## config.mk

```make
export PLATFORM = sky130hd
export DESIGN_NAME = wb_stage_flat
export DESIGN_NICKNAME = d
export VERILOG_FILES = /design/src/rtl/wb_stage_if.sv /design/src/rtl/wb_stage.sv /design/src/flat_wrapper.sv
export SDC_FILE = /design/constraint.sdc
export NUM_CORES = 1
export LEC_CHECK = 0
export CAP_MARGIN = 10
export CORE_UTILIZATION = 35
export CTS_BUF_LIST = sky130_fd_sc_hd__clkbuf_8 sky130_fd_sc_hd__clkbuf_16
export CTS_CLUSTER_SIZE = 12
export DETAILED_ROUTE_END_ITERATION = 10
export HOLD_SLACK_MARGIN = 0.03
export PLACE_DENSITY = 0.56
export SYNTH_ARGS = -nofsm -noshare
export SYNTH_HDL_FRONTEND = slang
export SYNTH_SLANG_ARGS = --single-unit
```

## constraint.sdc

```tcl
create_clock -name clk -period 3.79 [get_ports clk]
set_input_delay 0.9475 -clock clk [delete_from_list [all_inputs] [get_ports clk]]
set_output_delay 0.9475 -clock clk [all_outputs]
set_load 0.01 [all_outputs]
```

## src/rtl/wb_stage_if.sv

```systemverilog
// Write-back stage bus bundle: MEM/WB entry, late-load return path and GPR write port.
interface wb_stage_if;
  logic        stall;
  logic        flush;
  logic        mem_en;
  logic [1:0]  mem_thread;
  logic [4:0]  mem_dst_addr;
  logic        mem_gpr_we_;
  logic [31:0] mem_out;
  logic        ld_rdy;
  logic [1:0]  ld_thread;
  logic [4:0]  ld_dst_addr;
  logic [31:0] ld_data;
  logic        ld_full;
  logic        gpr_we_;
  logic [1:0]  gpr_thread;
  logic [4:0]  gpr_wr_addr;
  logic [31:0] gpr_wr_data;
  logic [31:0] wb_fwd_data;
  logic        wb_stall_req;

  modport master (
    output stall, flush, mem_en, mem_thread, mem_dst_addr, mem_gpr_we_, mem_out,
           ld_rdy, ld_thread, ld_dst_addr, ld_data,
    input  ld_full, gpr_we_, gpr_thread, gpr_wr_addr, gpr_wr_data, wb_fwd_data, wb_stall_req
  );

  modport slave (
    input  stall, flush, mem_en, mem_thread, mem_dst_addr, mem_gpr_we_, mem_out,
           ld_rdy, ld_thread, ld_dst_addr, ld_data,
    output ld_full, gpr_we_, gpr_thread, gpr_wr_addr, gpr_wr_data, wb_fwd_data, wb_stall_req
  );
endinterface

```

## src/rtl/wb_stage.sv

```systemverilog
// Write-back stage: arbitrates MEM/WB results and buffered late loads onto the GPR write port,
// kills stale late loads and requests an upstream stall when the load buffer starves.
module wb_stage #(
  parameter int unsigned DEPTH      = 4,
  parameter int unsigned STARVE_MAX = 8
) (
  input  logic      clk,
  input  logic      reset,
  wb_stage_if.slave wb
);
  localparam int unsigned PW = $clog2(DEPTH);
  localparam int unsigned CW = PW + 1;
  localparam int unsigned SW = $clog2(STARVE_MAX + 1);

  typedef struct packed {
    logic        vld;
    logic [1:0]  thread;
    logic [4:0]  dst;
    logic [31:0] data;
  } ld_ent_t;

  ld_ent_t       fifo_q [DEPTH];
  logic [PW-1:0] wr_ptr_q, rd_ptr_q;
  logic [CW-1:0] count_q, count_d;
  logic [SW-1:0] starve_q, starve_d;
  logic          full_q, stall_req_q;
  logic          we_n_q;
  logic [1:0]    thread_q;
  logic [4:0]    addr_q;
  logic [31:0]   data_q, fwd_q;

  logic    pv_c, empty_c, push_c, pop_c, push_kill_c;
  ld_ent_t head_c;

  // Port arbitration, FIFO occupancy and starvation bookkeeping
  always_comb begin
    pv_c        = wb.mem_en & ~wb.mem_gpr_we_ & ~wb.stall & ~wb.flush & (wb.mem_dst_addr != 5'd0);
    empty_c     = (count_q == '0);
    push_c      = wb.ld_rdy & ~full_q;
    pop_c       = ~pv_c & ~empty_c;
    push_kill_c = pv_c & (wb.ld_thread == wb.mem_thread) & (wb.ld_dst_addr == wb.mem_dst_addr);
    head_c      = fifo_q[rd_ptr_q];
    count_d     = count_q + CW'(push_c) - CW'(pop_c);
    starve_d    = '0;
    if (pv_c && !empty_c) begin
      starve_d = (starve_q == SW'(STARVE_MAX)) ? starve_q : starve_q + SW'(1);
    end
  end

  // Late-load FIFO; a younger pipeline write invalidates matching resident entries
  always_ff @(posedge clk or negedge reset) begin
    if (!reset) begin
      for (int unsigned i = 0; i < DEPTH; i++) fifo_q[PW'(i)] <= '0;
      wr_ptr_q    <= '0;
      rd_ptr_q    <= '0;
      count_q     <= '0;
      full_q      <= 1'b0;
      starve_q    <= '0;
      stall_req_q <= 1'b0;
    end else begin
      if (pv_c) begin
        for (int unsigned i = 0; i < DEPTH; i++) begin
          if (fifo_q[PW'(i)].thread == wb.mem_thread && fifo_q[PW'(i)].dst == wb.mem_dst_addr)
            fifo_q[PW'(i)].vld <= 1'b0;
        end
      end
      if (push_c) begin
        fifo_q[wr_ptr_q] <= '{vld: ~push_kill_c, thread: wb.ld_thread,
                              dst: wb.ld_dst_addr, data: wb.ld_data};
        wr_ptr_q         <= wr_ptr_q + PW'(1);
      end
      if (pop_c) rd_ptr_q <= rd_ptr_q + PW'(1);
      count_q     <= count_d;
      full_q      <= (count_d == CW'(DEPTH));
      starve_q    <= starve_d;
      stall_req_q <= (starve_d >= SW'(STARVE_MAX));
    end
  end

  // GPR write port; killed or r0 heads drain without a write
  always_ff @(posedge clk or negedge reset) begin
    if (!reset) begin
      we_n_q   <= 1'b1;
      thread_q <= '0;
      addr_q   <= '0;
      data_q   <= '0;
      fwd_q    <= '0;
    end else if (pv_c) begin
      we_n_q   <= 1'b0;
      thread_q <= wb.mem_thread;
      addr_q   <= wb.mem_dst_addr;
      data_q   <= wb.mem_out;
      fwd_q    <= wb.mem_out;
    end else if (pop_c && head_c.vld && head_c.dst != 5'd0) begin
      we_n_q   <= 1'b0;
      thread_q <= head_c.thread;
      addr_q   <= head_c.dst;
      data_q   <= head_c.data;
      fwd_q    <= head_c.data;
    end else begin
      we_n_q   <= 1'b1;
    end
  end

  assign wb.ld_full      = full_q;
  assign wb.gpr_we_      = we_n_q;
  assign wb.gpr_thread   = thread_q;
  assign wb.gpr_wr_addr  = addr_q;
  assign wb.gpr_wr_data  = data_q;
  assign wb.wb_fwd_data  = fwd_q;
  assign wb.wb_stall_req = stall_req_q;
endmodule
```

## src/flat_wrapper.sv

```systemverilog
// flat-port wrapper written by rule: the top's interface ports become plain ports
module wb_stage_flat 
#(
  parameter int unsigned DEPTH      = 4,
  parameter int unsigned STARVE_MAX = 8
)
  (clk, reset, wb_stall, wb_flush, wb_mem_en, wb_mem_thread, wb_mem_dst_addr, wb_mem_gpr_we_, wb_mem_out, wb_ld_rdy, wb_ld_thread, wb_ld_dst_addr, wb_ld_data, wb_ld_full, wb_gpr_we_, wb_gpr_thread, wb_gpr_wr_addr, wb_gpr_wr_data, wb_wb_fwd_data, wb_wb_stall_req);
  wb_stage_if wb_i ();
  input  logic clk;
  input  logic reset;
  input wire logic [$bits(wb_i.stall)-1:0] wb_stall;
  input wire logic [$bits(wb_i.flush)-1:0] wb_flush;
  input wire logic [$bits(wb_i.mem_en)-1:0] wb_mem_en;
  input wire logic [$bits(wb_i.mem_thread)-1:0] wb_mem_thread;
  input wire logic [$bits(wb_i.mem_dst_addr)-1:0] wb_mem_dst_addr;
  input wire logic [$bits(wb_i.mem_gpr_we_)-1:0] wb_mem_gpr_we_;
  input wire logic [$bits(wb_i.mem_out)-1:0] wb_mem_out;
  input wire logic [$bits(wb_i.ld_rdy)-1:0] wb_ld_rdy;
  input wire logic [$bits(wb_i.ld_thread)-1:0] wb_ld_thread;
  input wire logic [$bits(wb_i.ld_dst_addr)-1:0] wb_ld_dst_addr;
  input wire logic [$bits(wb_i.ld_data)-1:0] wb_ld_data;
  output wire logic [$bits(wb_i.ld_full)-1:0] wb_ld_full;
  output wire logic [$bits(wb_i.gpr_we_)-1:0] wb_gpr_we_;
  output wire logic [$bits(wb_i.gpr_thread)-1:0] wb_gpr_thread;
  output wire logic [$bits(wb_i.gpr_wr_addr)-1:0] wb_gpr_wr_addr;
  output wire logic [$bits(wb_i.gpr_wr_data)-1:0] wb_gpr_wr_data;
  output wire logic [$bits(wb_i.wb_fwd_data)-1:0] wb_wb_fwd_data;
  output wire logic [$bits(wb_i.wb_stall_req)-1:0] wb_wb_stall_req;
  assign wb_i.stall = wb_stall;
  assign wb_i.flush = wb_flush;
  assign wb_i.mem_en = wb_mem_en;
  assign wb_i.mem_thread = wb_mem_thread;
  assign wb_i.mem_dst_addr = wb_mem_dst_addr;
  assign wb_i.mem_gpr_we_ = wb_mem_gpr_we_;
  assign wb_i.mem_out = wb_mem_out;
  assign wb_i.ld_rdy = wb_ld_rdy;
  assign wb_i.ld_thread = wb_ld_thread;
  assign wb_i.ld_dst_addr = wb_ld_dst_addr;
  assign wb_i.ld_data = wb_ld_data;
  assign wb_ld_full = wb_i.ld_full;
  assign wb_gpr_we_ = wb_i.gpr_we_;
  assign wb_gpr_thread = wb_i.gpr_thread;
  assign wb_gpr_wr_addr = wb_i.gpr_wr_addr;
  assign wb_gpr_wr_data = wb_i.gpr_wr_data;
  assign wb_wb_fwd_data = wb_i.wb_fwd_data;
  assign wb_wb_stall_req = wb_i.wb_stall_req;
  wb_stage #(.DEPTH(DEPTH), .STARVE_MAX(STARVE_MAX)) u_core (.clk(clk), .reset(reset), .wb(wb_i));
endmodule
```

==> results of run 1 <==
per-stage QoR:
step | hold WS [ns] | setup slack [ns]
after floorplan | 0.474 | 0.222
after global placement | 0.476 | 0.0359
after detailed placement | 0.488 | 0.0181
after CTS | 0.481 | 0.553
after global routing | 0.494 | 0.410
final | 0.458 | 0.572
metal layers:
layer,vias to the layer above,GRT usage (%)
met3,36,2.85
met2,142,30.5
met1,3196,21.4
met5,-,0
met4,0,4.70
li1,2746,-
worst max-delay path: cells and delay by family:
family / cells / cell delay, ns
buffers and inverters: 3 / 1.22
AND/OR/NAND/NOR: 1 / 0.71
AO/OA/AOI/OAI: 4 / 0.70
kinds of logic after synthesis:
kind of cell	share of synthesized area, %
mux	26.8
simple gates	2.33
flops	53.2
fa+ha+maj	1.20
buf+inv	5.26
xor+xnor	3.67
compound gates	7.58
cell type report:
type	instances	area [µm²]	area share (%)
diodes	1	2.50	0.0198
multi-input cells	385	4190	33.1
clock buffers	32	722	5.70
inverters	13	48.8	0.385
well taps	378	473	3.73
clock inverters	12	86.3	0.682
flip-flops and latches	213	5340	42.1
repair buffers	181	1810	14.3
cell usage in the layout (no fill, tap or decap), types with 2 or more instances in the layout:
| cell type | n |
|---|---|
| o21ai_4 | 2 |
| inv_1 | 20 |
| clkbuf_8 | 8 |
| a22oi_1 | 4 |
| o21a_1 | 35 |
| clkbuf_16 | 25 |
| buf_4 | 19 |
| xor2_1 | 35 |
| ha_1 | 8 |
| o21ai_0 | 9 |
| mux2_2 | 157 |
| and3_1 | 2 |
| nor2_1 | 7 |
| nand3_1 | 5 |
| dfrtp_1 | 210 |
| o22a_2 | 15 |
| mux4_1 | 4 |
| buf_12 | 4 |
| mux4_2 | 36 |
| nor3_1 | 4 |
| a21oi_1 | 8 |
| xnor2_1 | 7 |
| o22a_1 | 19 |
| nand2_1 | 7 |
| nor4_1 | 5 |
| clkdlybuf4s50_1 | 157 |
| nand2_2 | 4 |
| clkinv_2 | 2 |
synth_stat cells (5+ instances only):
cell / number / area (µm²)
dfrtp_1: 212 / 5310
mux2_2: 157 / 1770
mux4_2: 36 / 811
o21a_1: 35 / 263
xor2_1: 35 / 307
buf_4: 32 / 240
buf_1: 19 / 71.3
o22a_1: 19 / 166
o22a_2: 15 / 150
clkbuf_1: 14 / 52.6
inv_1: 13 / 48.8
nand2_1: 11 / 41.3
o21ai_0: 9 / 45.0
a21oi_1: 8 / 40.0
ha_1: 8 / 100
nor2_1: 7 / 26.3
xnor2_1: 7 / 61.3
buf_6: 5 / 56.3
nand3_1: 5 / 25.0
nor4_1: 5 / 31.3
power by group through the flow:
| stage | combinational, W | sequential, W | clock, W |
|---|---|---|---|
| finish | 0.00532 | 0.00425 | 0.00232 |
| floorplan | 0.00387 | 0.00406 | 0 |
| CTS | 0.00543 | 0.00427 | 0.00237 |
| detailed placement | 0.00541 | 0.00430 | 0 |
| global placement | 0.00526 | 0.00418 | 0 |
| global route | 0.00580 | 0.00442 | 0.00247 |
how the worst max path moves through the flow:
| stage | startpoint | end | depth (start not counted) |
|---|---|---|---|
| after floorplan | wb_mem_dst_addr[0] | u_core.wb.ld_full$_DFF_PN0_ | 11 |
| after global placement | wb_mem_dst_addr[3] | u_core.wb.gpr_wr_data[8]$_DFFE_PN0N_ | 8 |
| after detailed placement | wb_mem_dst_addr[2] | u_core.wb.gpr_wr_data[7]$_DFFE_PN0N_ | 8 |
| after CTS | wb_mem_dst_addr[0] | u_core.wb.gpr_wr_data[5]$_DFFE_PN0N_ | 8 |
| after global routing | wb_mem_dst_addr[0] | u_core.wb.ld_full$_DFF_PN0_ | 10 |
| final | wb_mem_dst_addr[2] | u_core.wb.gpr_wr_data[7]$_DFFE_PN0N_ | 8 |
==> flow_metrics.py, run 1 <==
metrics = {
    "flow_run": {
        "drv_cap": 0,
    },
    "floorplanning": {
        "initial_core_util_pct": 35.8,
        "design.portCount": 159,
        "fp.coreArea_mm2": 0.0280,
        "dieArea_mm2": 0.0293,
        "fp.dieW_um": 171,
        "rows": 61,
        "die_height_um": 171,
    },
    "detailed_routing": {
        "dr_wl_met2_um": 12500,
        "ant_nets": 0,
        "vias": 6120,
        "drt_iter0_drc": 283,
        "dr_wl_met3_um": 1040,
        "drt_pass1_iterations": 4,
        "wl_met1_um": 10300,
        "wire_per_inst_um": 20.0,
        "viasPerCell": 5.04,
        "top_layer": "met4",
        "wl_um": 24400,
        "drc": 0,
    },
    "global_routing": {
        "antenna_found_initial": 0,
        "grt_usage_pct": 17.1,
        "grt_start_max_net_pins": 83,
        "grt_pass1_wl_um": 38200,
        "grt_pass1_vias": 6908,
        "gr-total-overflow": 0,
    },
    "setup_path": {
        "startpoint_type": "primary input",
        "rrSetupSlack_ns": 0.80,
        "cp.arrival_ns": 3.61,
        "crit_path_end_kind": "register",
        "crit_path_top_delay_cell": "or4_2",
        "worstReg2RegEnd": "u_core.wb.gpr_wr_data[7]$_DFFE_PN0N_",
        "cp_common_cell": "buf_4",
        "worstRegToRegCells": 6,
        "critPathMaxFanout": 37,
        "max_stage_delay_ns": 0.71,
        "crit_chain": "clkdlybuf4s50_1 -> or4_2 -> o21ai_4 -> buf_4 -> o2111ai_4 -> buf_4 -> o22a_2 -> o21a_1",
        "crit_required_ns": 4.18,
        "regToRegStartpoint": "u_core.rd_ptr_q[0]$_DFFE_PN0P_",
        "crit_type": "in -> reg",
    },
    "cts": {
        "hold_buffers": 0,
        "cts_setup_buffers": 0,
        "cts_sinks": 213,
        "cts_made_buffers": 25,
        "clock_latency_ns": 0.52,
        "htree_levels": 1,
        "cts_root_buffer": "clkbuf_16",
        "clockBufferDepth": 3,
        "path_clk_slew_ns": 0.06,
        "cts_tree": "built",
        "cts.repair.resized": 0,
    },
    "place": {
        "io_buffers": 158,
        "dpl_cell_area_mm2": 0.0119,
        "dp_hpwl_um": 16300,
        "place_congestion": 0.803,
        "dp_cells": 1170,
    },
    "layout": {
        "fin_area_mm2": 0.0127,
        "fill_cells": 2515,
        "drive_above_1_share_pct": 34.0,
        "stdcell_count": 1215,
        "final_util_pct": 45.2,
        "area_growth_pct": 26.3,
        "nets": 913,
    },
    "power_and_ir_drop": {
        "p_comb_share_pct": 44.7,
        "power_w": 0.0119,
        "power.internal_w": 0.00808,
        "p_per_area_mw_per_mm2": 939,
        "switching_power_w": 0.00381,
        "switching_share_pct": 32.0,
        "pwr-share-seq_pct": 35.8,
        "irDropWorstVdd_mv": 0.344,
        "p_leak_nw": 5.21,
        "clkPwrFrac_pct": 19.5,
    },
    "timing": {
        "drv_slew": 0,
        "max_slew_margin_pct": 56.3,
        "finalClockSkew_ns": 0.0225,
        "maxClockFrequency_mhz": 311,
        "layout_min_cycle_time_ns": 3.22,
        "setup_viol_count_final": 0,
        "hold_viol": 0,
        "fin_crit_sh_pct": 84.9,
        "finalSetupTns_ns": 0,
        "rsz0062_at_grt": "no",
        "timing_worst_slew_pin_value_ns": 0.656,
    },
    "logic_synthesis": {
        "synthFlopType": "dfrtp_1",
        "async_reset_ff_share_pct": 100,
        "syn_area_mm2": 0.0100,
        "synth_seq_cells": 213,
        "synth_edf_count": 0,
        "ys_seq_area_share_pct": 53.2,
        "yosysWarningCount": 0,
        "syn_inst": 688,
        "yosysUniqueCellTypes": 42,
        "avgSynthCellArea_um2": 14.6,
        "synth_fp_nets": 782,
    },
    "status": {
        "status": "complete, no violations",
    },
    "min_path": {
        "min_path_type": "in -> async",
    },
}
Note: power is estimated with default switching activity, not from simulation.
==> inputs of run 2 (changes only) <==
==> constraint.sdc (replaced) <==
create_clock -name clk -period 3 [get_ports clk]
set_input_delay 0.75 -clock clk [delete_from_list [all_inputs] [get_ports clk]]
set_output_delay 0.75 -clock clk [all_outputs]
set_load 0.01 [all_outputs]
==> run 2 against run 1 <==
  * Clock power rose by 22%
  * Sequential share of layout area decreased by 0.23 points
  * Critical path depth grew 1
  * Register-to-register slack got worse by 0.38 ns
  * Sequential cell count stayed put
  * Clock-buffer cell count shrank 2
  * Core utilization up 0.25 points
  * Die area stayed put
  * Global-route usage shrank 0.18 points
  * Non-clock buffer count grew 4
  * Largest power group unchanged
==> flow_metrics.py, run 2 (synthesis results as in run 1) <==
metrics = {
    "place": {
        "dp_hpwl_um": 16500,
        "io_buffers": 158,
        "place_congestion": 0.849,
        "dp_cells": 1174,
    },
    "layout": {
        "final_common_cell": "dfrtp_1",
        "stdcell_count": 1217,
        "area_growth_pct": 27.0,
        "nets": 916,
        "diodes": 0,
        "fill_cells": 2499,
        "drive_above_1_share_pct": 34.7,
        "final_cell_mix": "210 x dfrtp_1, 157 x mux2_2, 157 x clkdlybuf4s50_1",
    },
    "power_and_ir_drop": {
        "p_leak_nw": 5.24,
        "irDropWorstVdd_mv": 0.439,
        "power.internal_w": 0.0102,
        "p_comb_share_pct": 46.5,
        "switching_share_pct": 32.2,
        "pwr-share-seq_pct": 34.7,
        "p_per_area_mw_per_mm2": 1190,
        "clkPwrFrac_pct": 18.7,
        "switching_power_w": 0.00487,
    },
    "detailed_routing": {
        "viasPerCell": 5.07,
        "drc": 0,
        "ant_nets": 0,
        "wire_per_inst_um": 20.1,
        "wl_um": 24400,
        "drt_iter0_drc": 265,
        "drt_pass1_iterations": 4,
        "vias": 6169,
    },
    "cts": {
        "cts_setup_buffers": 0,
        "clockBufferDepth": 3,
        "cts.repair.resized": 0,
        "hold_buffers": 0,
        "clock_latency_ns": 0.52,
        "path_clk_slew_ns": 0.06,
        "cts_made_buffers": 24,
        "cts_root_buffer": "clkbuf_16",
        "cts_sinks": 213,
        "cts_tree": "built",
        "htree_levels": 1,
    },
    "timing": {
        "finalSetupTns_ns": 0,
        "layout_min_cycle_time_ns": 2.77,
        "setup_viol_count_final": 0,
        "maxClockFrequency_mhz": 361,
        "finalClockSkew_ns": 0.00901,
        "fin_crit_sh_pct": 92.3,
        "holdWs_ns": 0.213,
        "timing_worst_slew_pin_value_ns": 0.646,
        "hold_viol": 0,
        "drv_slew": 0,
        "max_slew_margin_pct": 56.9,
        "rsz0062_at_grt": "no",
    },
    "setup_path": {
        "crit_start": "wb_mem_dst_addr[2]",
        "regToRegStartpoint": "u_core.rd_ptr_q[0]$_DFFE_PN0P_",
        "cp.depth": 9,
        "crit_type": "in -> reg",
        "rrSetupSlack_ns": 0.42,
        "crit_path_top_delay_cell": "or4_4",
        "worstRegToRegCells": 7,
        "crit_chain": "clkdlybuf4s50_1 -> or4_4 -> o21ai_4 -> and2_4 -> ha_4 -> inv_2 -> ha_2 -> fa_2 -> nor3b_2",
        "critical_path.top_delay_family": "simple AND/OR/NAND/NOR gates",
        "cp-endpoint": "u_core.wb.ld_full$_DFF_PN0_",
        "worstReg2RegEnd": "u_core.wb.gpr_wr_data[13]$_DFFE_PN0N_",
        "max_stage_delay_ns": 0.57,
        "worst-path-buf-inv": 2,
        "critPathMaxFanout": 3,
        "crit_path_end_kind": "register",
        "cp.arrival_ns": 3.21,
        "startpoint_type": "primary input",
        "crit_required_ns": 3.44,
    },
    "global_routing": {
        "antenna_found_initial": 1,
        "grt_usage_pct": 17.0,
        "gr-total-overflow": 0,
        "grt_pass1_vias": 6814,
        "grt_start_max_net_pins": 83,
        "grt_pass1_wl_um": 38400,
    },
    "min_path": {
        "min_path_type": "in -> async",
    },
    "floorplanning": {
        "die_height_um": 171,
        "initial_core_util_pct": 35.8,
        "dieArea_mm2": 0.0293,
        "rows": 61,
        "fp.coreArea_mm2": 0.0280,
        "design.portCount": 159,
        "fp.dieW_um": 171,
    },
    "flow_run": {
        "drv_cap": 0,
    },
    "status": {
        "status": "complete, no violations",
    },
}
-- run 2: cell count changes in the layout (fill, tap and decap cells not counted), sizes merged --
cell    previous run  this run
buf               23        27
clkbuf            33        31
clkinv             2         3
diode              1         0
-- run 2: worst min path at each step --
stage | to | slack (ns)
global placement | register | 0.48
global route | asynchronous set/reset pin | 0.24
floorplan | asynchronous set/reset pin | 0.45
CTS | asynchronous set/reset pin | 0.22
detailed placement | register | 0.49
finish | asynchronous set/reset pin | 0.21
-- run 2: stage by stage --
step	area, µm²	utilization, %	power, W	worst slack [ns]
2_1_floorplan	10100	-	0.0101	0.00222
3_3_place_gp	12000	42.7	0.0121	-0.247
3_5_place_dp	12000	42.7	0.0125	-0.281
4_1_cts	12700	45.5	0.0154	0.248
5_1_grt	12700	45.5	0.0161	0.168
6_report	12700	45.5	0.0151	0.231
-- run 2: cell type report --
cell class              count  area, µm²  share of cell area [%]
flip-flops and latches    213       5340                    41.9
multi-input cells         385       4210                    33.1
clock inverters            13       90.1                   0.707
well taps                 378        473                    3.71
repair buffers            185       1890                    14.8
clock buffers              30        683                    5.37
inverters                  13       48.8                   0.383
-- run 2: power groups by stage --
stage                     Combinational (W)  Sequential (W)  Clock [W]
final                               0.00704         0.00525    0.00283
after global routing                0.00759         0.00544    0.00305
after CTS                           0.00719         0.00526    0.00292
after detailed placement            0.00716         0.00530          0
after global placement              0.00693         0.00515          0
after floorplan                     0.00494         0.00513          0
-- run 2: routing by layer --
layer  up-vias  track usage [%]  part of all wire, %
met2       142             29.8                   51
met1      3248             21.6                   42
met5         -                0                0.053
li1       2739                -                    -
met3        38             3.08                  5.3
met4         2             3.92                  1.5
